$ cat src/rtl/debounce_scheduler.sv
// debounce_scheduler: multi-channel debouncer sharing one saturating incrementer across a round-robin sweep
module debounce_scheduler #(
  parameter int num_channels = 4,
  parameter int sample_period = 20000,
  parameter int pulse_count_max = 150,
  parameter int counter_width = $clog2(pulse_count_max) + 1
) (
  input  logic                    clk,
  input  logic                    rst,
  input  logic [num_channels-1:0] raw_in,
  output logic [num_channels-1:0] debounced,
  output logic [num_channels-1:0] press_pulse,
  output logic [num_channels-1:0] release_pulse,
  output logic                    sweep_busy
);
  localparam int tw = $clog2(sample_period);
  localparam int iw = num_channels > 1 ? $clog2(num_channels) : 1;
  typedef enum logic {idle, sweep} state_t;
  state_t state;
  logic [tw-1:0] timer;
  logic [iw-1:0] idx;
  logic [num_channels-1:0] s0, sync, sat_nxt;
  logic [counter_width-1:0] count [num_channels];
  logic [counter_width-1:0] count_nxt [num_channels];
  logic tick;
  assign tick = timer == tw'(sample_period - 1);
  assign sweep_busy = state == sweep;
  // a low sample clears the count in any cycle; increments only happen in the channel's own slot
  always_comb begin
    for (int i = 0; i < num_channels; i++) begin
      count_nxt[i] = !sync[i] ? '0
                   : (state == sweep && idx == iw'(i) && count[i] != counter_width'(pulse_count_max)) ? count[i] + 1'b1
                   : count[i];
      sat_nxt[i] = count_nxt[i] == counter_width'(pulse_count_max);
    end
  end
  always_ff @(posedge clk) begin
    if (rst) begin
      state <= idle;
      timer <= '0;
      idx <= '0;
      s0 <= '0;
      sync <= '0;
      count <= '{default: '0};
      debounced <= '0;
      press_pulse <= '0;
      release_pulse <= '0;
    end else begin
      s0 <= raw_in;
      sync <= s0;
      timer <= tick ? '0 : timer + 1'b1;
      count <= count_nxt;
      debounced <= sat_nxt;
      press_pulse <= sat_nxt & ~debounced;
      release_pulse <= ~sat_nxt & debounced;
      if (state == idle) begin
        if (tick) begin
          state <= sweep;
          idx <= '0;
        end
      end else if (idx == iw'(num_channels - 1)) begin
        state <= idle;
      end else begin
        idx <= idx + 1'b1;
      end
    end
  end
endmodule

$ cat config.mk
export PLATFORM = sky130hd
export DESIGN_NAME = debounce_scheduler
export DESIGN_NICKNAME = d
export VERILOG_FILES = /design/src/rtl/debounce_scheduler.sv
export SDC_FILE = /design/constraint.sdc
export NUM_CORES = 1
export LEC_CHECK = 0
export BUFFER_PORTS_ARGS = -buffer_cell sky130_fd_sc_hd__buf_2
export CORE_MARGIN = 2
export CORE_UTILIZATION = 54
export CTS_CLUSTER_DIAMETER = 200
export DETAILED_ROUTE_END_ITERATION = 12
export GPL_TIMING_DRIVEN = 0
export PLACE_DENSITY = 0.75
export SYNTH_ARGS = -nofsm -noshare
export SYNTH_HDL_FRONTEND = slang
export SYNTH_SLANG_ARGS = --single-unit
$ cat constraint.sdc
create_clock -name clk -period 2.1 [get_ports clk]
set_input_delay 0.42 -clock clk [delete_from_list [all_inputs] [get_ports clk]]
set_output_delay 0.42 -clock clk [all_outputs]
set_load 0.03 [all_outputs]
Word level (Yosys, flattened, before mapping):

Index checks and enable logic that the tools add are counted.

* $add $sub $neg: 6
* reductions and logical operators: 12
* bitwise logic cells: 4
* eq/ne operators: 13
* multiplexer cells: 14

Operators by type and width (count)
* $mux 9: 8
* $add 9x1->9 const B: 4
* $eq 9x8->1 const B: 4
* $ne 9x8->1 const B: 4
* $add 15x1->15 const B: 1
* $eq 15x15->1 const B: 1
* $and 4x4->4: 2
* $logic_and 1x1->1: 8
* $not 4->4: 2
* $mux 2: 3
* $eq 2x2->1 const B: 2
* $mux 1: 3
* $add 2x1->2 const B: 1
* $eq 2x1->1 const B: 1
* $logic_not 2->1: 1
* $ne 2x2->1 const B: 1
* $reduce_and 2->1: 1
* $reduce_bool 2->1: 1
* $reduce_or 2->1: 1

* bits of input ports: 6
* register bits: 74
* word-level logic and storage cells: 61
* output and inout port bits: 13

Longest topological paths before layout:

* depth in word-level cells: 8
* depth in mapped cells: 7
* depth with buffers taken out: 7

Worst setup path before layout:

OpenSTA, ideal clock, no wires.

* path kind: register to register
* start: reg count[21] (netlist name)
* end: reg release_pulse[1]
* setup slack: 0.123 ns
* library setup time: 0.115 ns
* period minus slack after synthesis: 1.977 ns
* arrival: 1.862 ns
* buffers on the path: 1
* required time: 1.985 ns
* cell stages (with the launch flop): 7
* cells stage by stage: dfxtp_1 > buf_6 > or4_4 > o211a_1 > mux2i_1 > a2111o_1 > and3_1

* cells in the longest elaborated chain, start to end: 7
* elaborated cells between the ends (all ways): 8

Ends and longest elaborated chain
* start, declared: line 23 `logic [counter_width-1:0] count [num_channels];`
* start signal, assigned: line 52 `count <= count_nxt;`
* branches (longest 2 deep; another with $add 9x1->9)
* $mux 9 (*): line 32 `: (state == sweep && idx == iw'(i) && count[i] != counter_width'(pulse_count_max)) ? count[i] + 1'b1`
* $mux 9 (*): line 31 `count_nxt[i] = !sync[i] ? '0`
* $eq 9x8->1 (*): line 34 `sat_nxt[i] = count_nxt[i] == counter_width'(pulse_count_max);`
* $not 4->4 (*): line 55 `release_pulse <= ~sat_nxt & debounced;`
* $and 4x4->4 (*): line 55
* end signal, assigned: line 55
* end, declared: line 13 `output logic [num_channels-1:0] release_pulse,`

Mark *: on every way between the ends.
A chain may end at the register's enable or synchronous reset.

Worst setup path in the final report:

Same ends and word-level chain as after synthesis.

==> impl_metrics.json <==
{
  "status": "finished, final reports clean",
  "grt_pass1_wl_um": 11230,
  "fp.dieW_um": 84.22,
  "clock_sinks": 74,
  "r2r_cells": 6,
  "min_period_ps": 2036,
  "final_common_cell": "dfxtp_1",
  "cts_max_path_buffers": 2,
  "synth_top_cell_area_share_pct": 42.64,
  "synth-compound-area-share_pct": 10.51,
  "cts_tree": "built",
  "ant_nets": 0,
  "synth_fp_nets": 411,
  "power.internal_mw": 2.096,
  "p_leak_nw": 1.387,
  "grt_usage_pct": 19.55,
  "power_mw": 2.667,
  "num_vias": 2821,
  "critical_path_arrival_ps": 2290,
  "ys_seq_area_share_pct": 42.64,
  "slowest_stage": "or4_4",
  "root_buffer": "clkbuf_8",
  "gp_congestion": 0.8707,
  "syn_to_final_growth_pct": 14.08,
  "layout_common_cells": "72 x dfxtp_1, 62 x nor2_1, 27 x nand2_1",
  "rows": 29,
  "wl_met1_um": 3052,
  "syn_inst": 392,
  "rrSetupSlack_ps": 60,
  "hold_class": "in2reg",
  "p_seq_share_pct": 53.3,
  "crit_required_ps": 2360,
  "max_freq_ghz": 0.4911,
  "slew_violations": 0,
  "avgSynthCellArea_um2": 8.864,
  "hp-start": "raw_in[0]",
  "highest_layer": "met4",
  "cts.reportedPaths.clkPinSlew_ps": 80,
  "startpoint_type": "flip-flop",
  "gr-total-overflow": 0,
  "postLayoutCoreUtil_pct": 63.15,
  "period_share_pct": 96.96,
  "dpl-instance-area_um2": 3661,
  "yosys_warnings": 0,
  "regToRegEndpoint": "release_pulse[1]",
  "post-route-cell-area_um2": 3964,
  "hold_depth": 2,
  "synth_fa_ha_area_share_pct": 4.681,
  "fin_worst_skew_ps": 5.761,
  "grt_pass1_vias": 2615,
  "r2r-start": "count[21]",
  "synth_area_leaders": "dfxtp_1 43%, nor2_1 6.8%, xnor2_1 5.5%",
  "synth_edf_count": 0,
  "drive_above_1_share_pct": 14.79,
  "cp_max_fo": 9,
  "rsz0062_at_grt": "no",
  "synthArstFlopShare_pct": 0,
  "start_util_pct": 55.35,
  "worstHoldEndpoint": "s0[0]",
  "power_frac_comb_pct": 1.6,
  "peakVddDrop_uv": 459.6,
  "switchingPower_mw": 0.5714,
  "synth_ff_type": "dfxtp_1",
  "wl_um": 6781,
  "finalSetupViolations": 0,
  "wire_per_inst_um": 13.48,
  "drt_iter0_drc": 116,
  "ys_ff_latch": 74,
  "dr_wl_met3_um": 325,
  "numPortBuffers": 18,
  "n_antenna_cell": 0,
  "power.density_nw_per_um2": 672.8,
  "muxShareOfSynthArea_pct": 0.9003,
  "io_pins": 19,
  "yosysTopAreaCell": "dfxtp_1",
  "antenna_found_initial": 0,
  "h-tree-depth": 3,
  "die_h_um": 84.22,
  "crit_path_end_kind": "flip-flop",
  "tightestPinTransition_ps": 551.3,
  "clk_latency_ps": 360,
  "viasPerCell": 5.608,
  "switching_share_pct": 21.43,
  "cts_made_buffers": 9,
  "final_hold_viol_count": 0,
  "clockPowerShare_pct": 45.1,
  "synth_area_um2": 3475,
  "synth_top_family_by_area": "simple AND/OR/NAND/NOR gates",
  "core-area_um2": 6277,
  "path_class": "reg2reg",
  "drc": 0,
  "dr.pass1.iters": 5,
  "max-cap-violations": 0,
  "grt_start_max_net_pins": 14,
  "ys_types": 58,
  "cpPeakStageDelay_ps": 540,
  "wl_met2_um": 3299,
  "synthXorXnorAreaFrac_pct": 9.831,
  "hpwlAfterDp_um": 4653,
  "yosys.area_share.simple_pct": 27.98,
  "fin_nets": 441,
  "slew_headroom_pct": 63.24,
  "design.die.area_um2": 7092,
  "path_cells": "buf_6, or4_4, o211a_4, mux2i_1, a2111o_1, and3_1"
}
[synth_stat cells (3+ instances only)]
library cell / number
nor3_1: 18
o211a_1: 4
a211oi_1: 4
and3_1: 10
a21oi_1: 9
and4bb_2: 3
nand3_1: 12
nand4_1: 11
nand2_1: 27
nor4_1: 4
clkbuf_1: 6
o2111ai_1: 4
and4_1: 5
nor2b_1: 11
inv_1: 18
xor2_1: 17
nor2_1: 63
ha_1: 13
dfxtp_1: 74
xnor2_1: 22
buf_2: 3
o21ai_0: 5
[metal layers]
| metal | track usage (%) | up-vias |
|---|---|---|
| li1 | - | 1439 |
| met5 | 0 | - |
| met1 | 23.11 | 1311 |
| met4 | 8.944 | 0 |
| met3 | 5.506 | 11 |
| met2 | 32.97 | 60 |
[state kept, by name, indices dropped and copies added, names as in the netlist]
register	flops
count	36
timer	15
debounced	4
press_pulse	4
release_pulse	4
s0	4
sync	4
idx	2
sweep_busy	1
[worst max-delay path: cells and delay by family, from the launching register on]
| family | cells | cell delay [ps] |
|---|---|---|
| AND/OR/NAND/NOR | 2 | 730 |
| AO/OA/AOI/OAI | 2 | 650 |
| flip-flops | 1 | 310 |
| buffers and inverters | 1 | 130 |
| multiplexers | 1 | 120 |
[through the flow]
stage	setup slack [ps]	instances	setup TNS, ps	hold WS [ps]
after floorplan	122.8	392	0	413.8
after global placement	-48.42	487	-56.24	418.3
after detailed placement	-91.46	487	-220.4	420.4
after CTS	12.77	502	0	251.4
after global routing	3.906	503	0	273.1
final	63.93	503	0	263.6
[repair_timing]
action | CTS | global route
cloned | 0 | 0
gates resized for setup | 5 | 15
setup buffers | 0 | 1
setup endpoints to repair | 6 | 6
pin swaps | 0 | 3
hold buffers | 0 | 0
[power by group through the flow]
stage / Sequential (mW) / Clock, mW / Combinational [mW]
floorplan: 1.45 / 0 / 0.0275
global placement: 1.46 / 0 / 0.0423
detailed placement: 1.46 / 0 / 0.0441
CTS: 1.42 / 1.23 / 0.0445
global route: 1.42 / 1.30 / 0.0495
finish: 1.42 / 1.20 / 0.0433
[cells by family after synthesis]
group | count (synthesis)
AO/OA/AOI/OAI | 49
multiplexers | 3
buffers and inverters | 29
AND/OR/NAND/NOR | 185
flip-flops | 74
adder cells (fa/ha/maj) | 13
XOR/XNOR | 39
[how the worst max path moves through the flow]
stage | startpoint | depth (start not counted) | end | slack [ps]
2_1_floorplan | count[21] | 6 | release_pulse[1] | 120
3_3_place_gp | idx[0] | 7 | release_pulse[2] | -50
3_5_place_dp | idx[0] | 7 | release_pulse[2] | -90
4_1_cts | idx[0] | 7 | release_pulse[0] | 10
5_1_grt | idx[1] | 7 | release_pulse[1] | 4
6_report | count[21] | 6 | release_pulse[1] | 60
[cell type report]
type / instances / area, µm²
plain buffers: 10 / 50.05
clock buffers: 9 / 123.9
clock inverters: 6 / 90.09
fillers: 525 / 2313
inverters: 19 / 71.32
multi-input cells: 289 / 1948
flip-flops and latches: 74 / 1486
well taps: 77 / 96.34
repair buffers: 19 / 97.59
(Power assumes the default switching activity.)
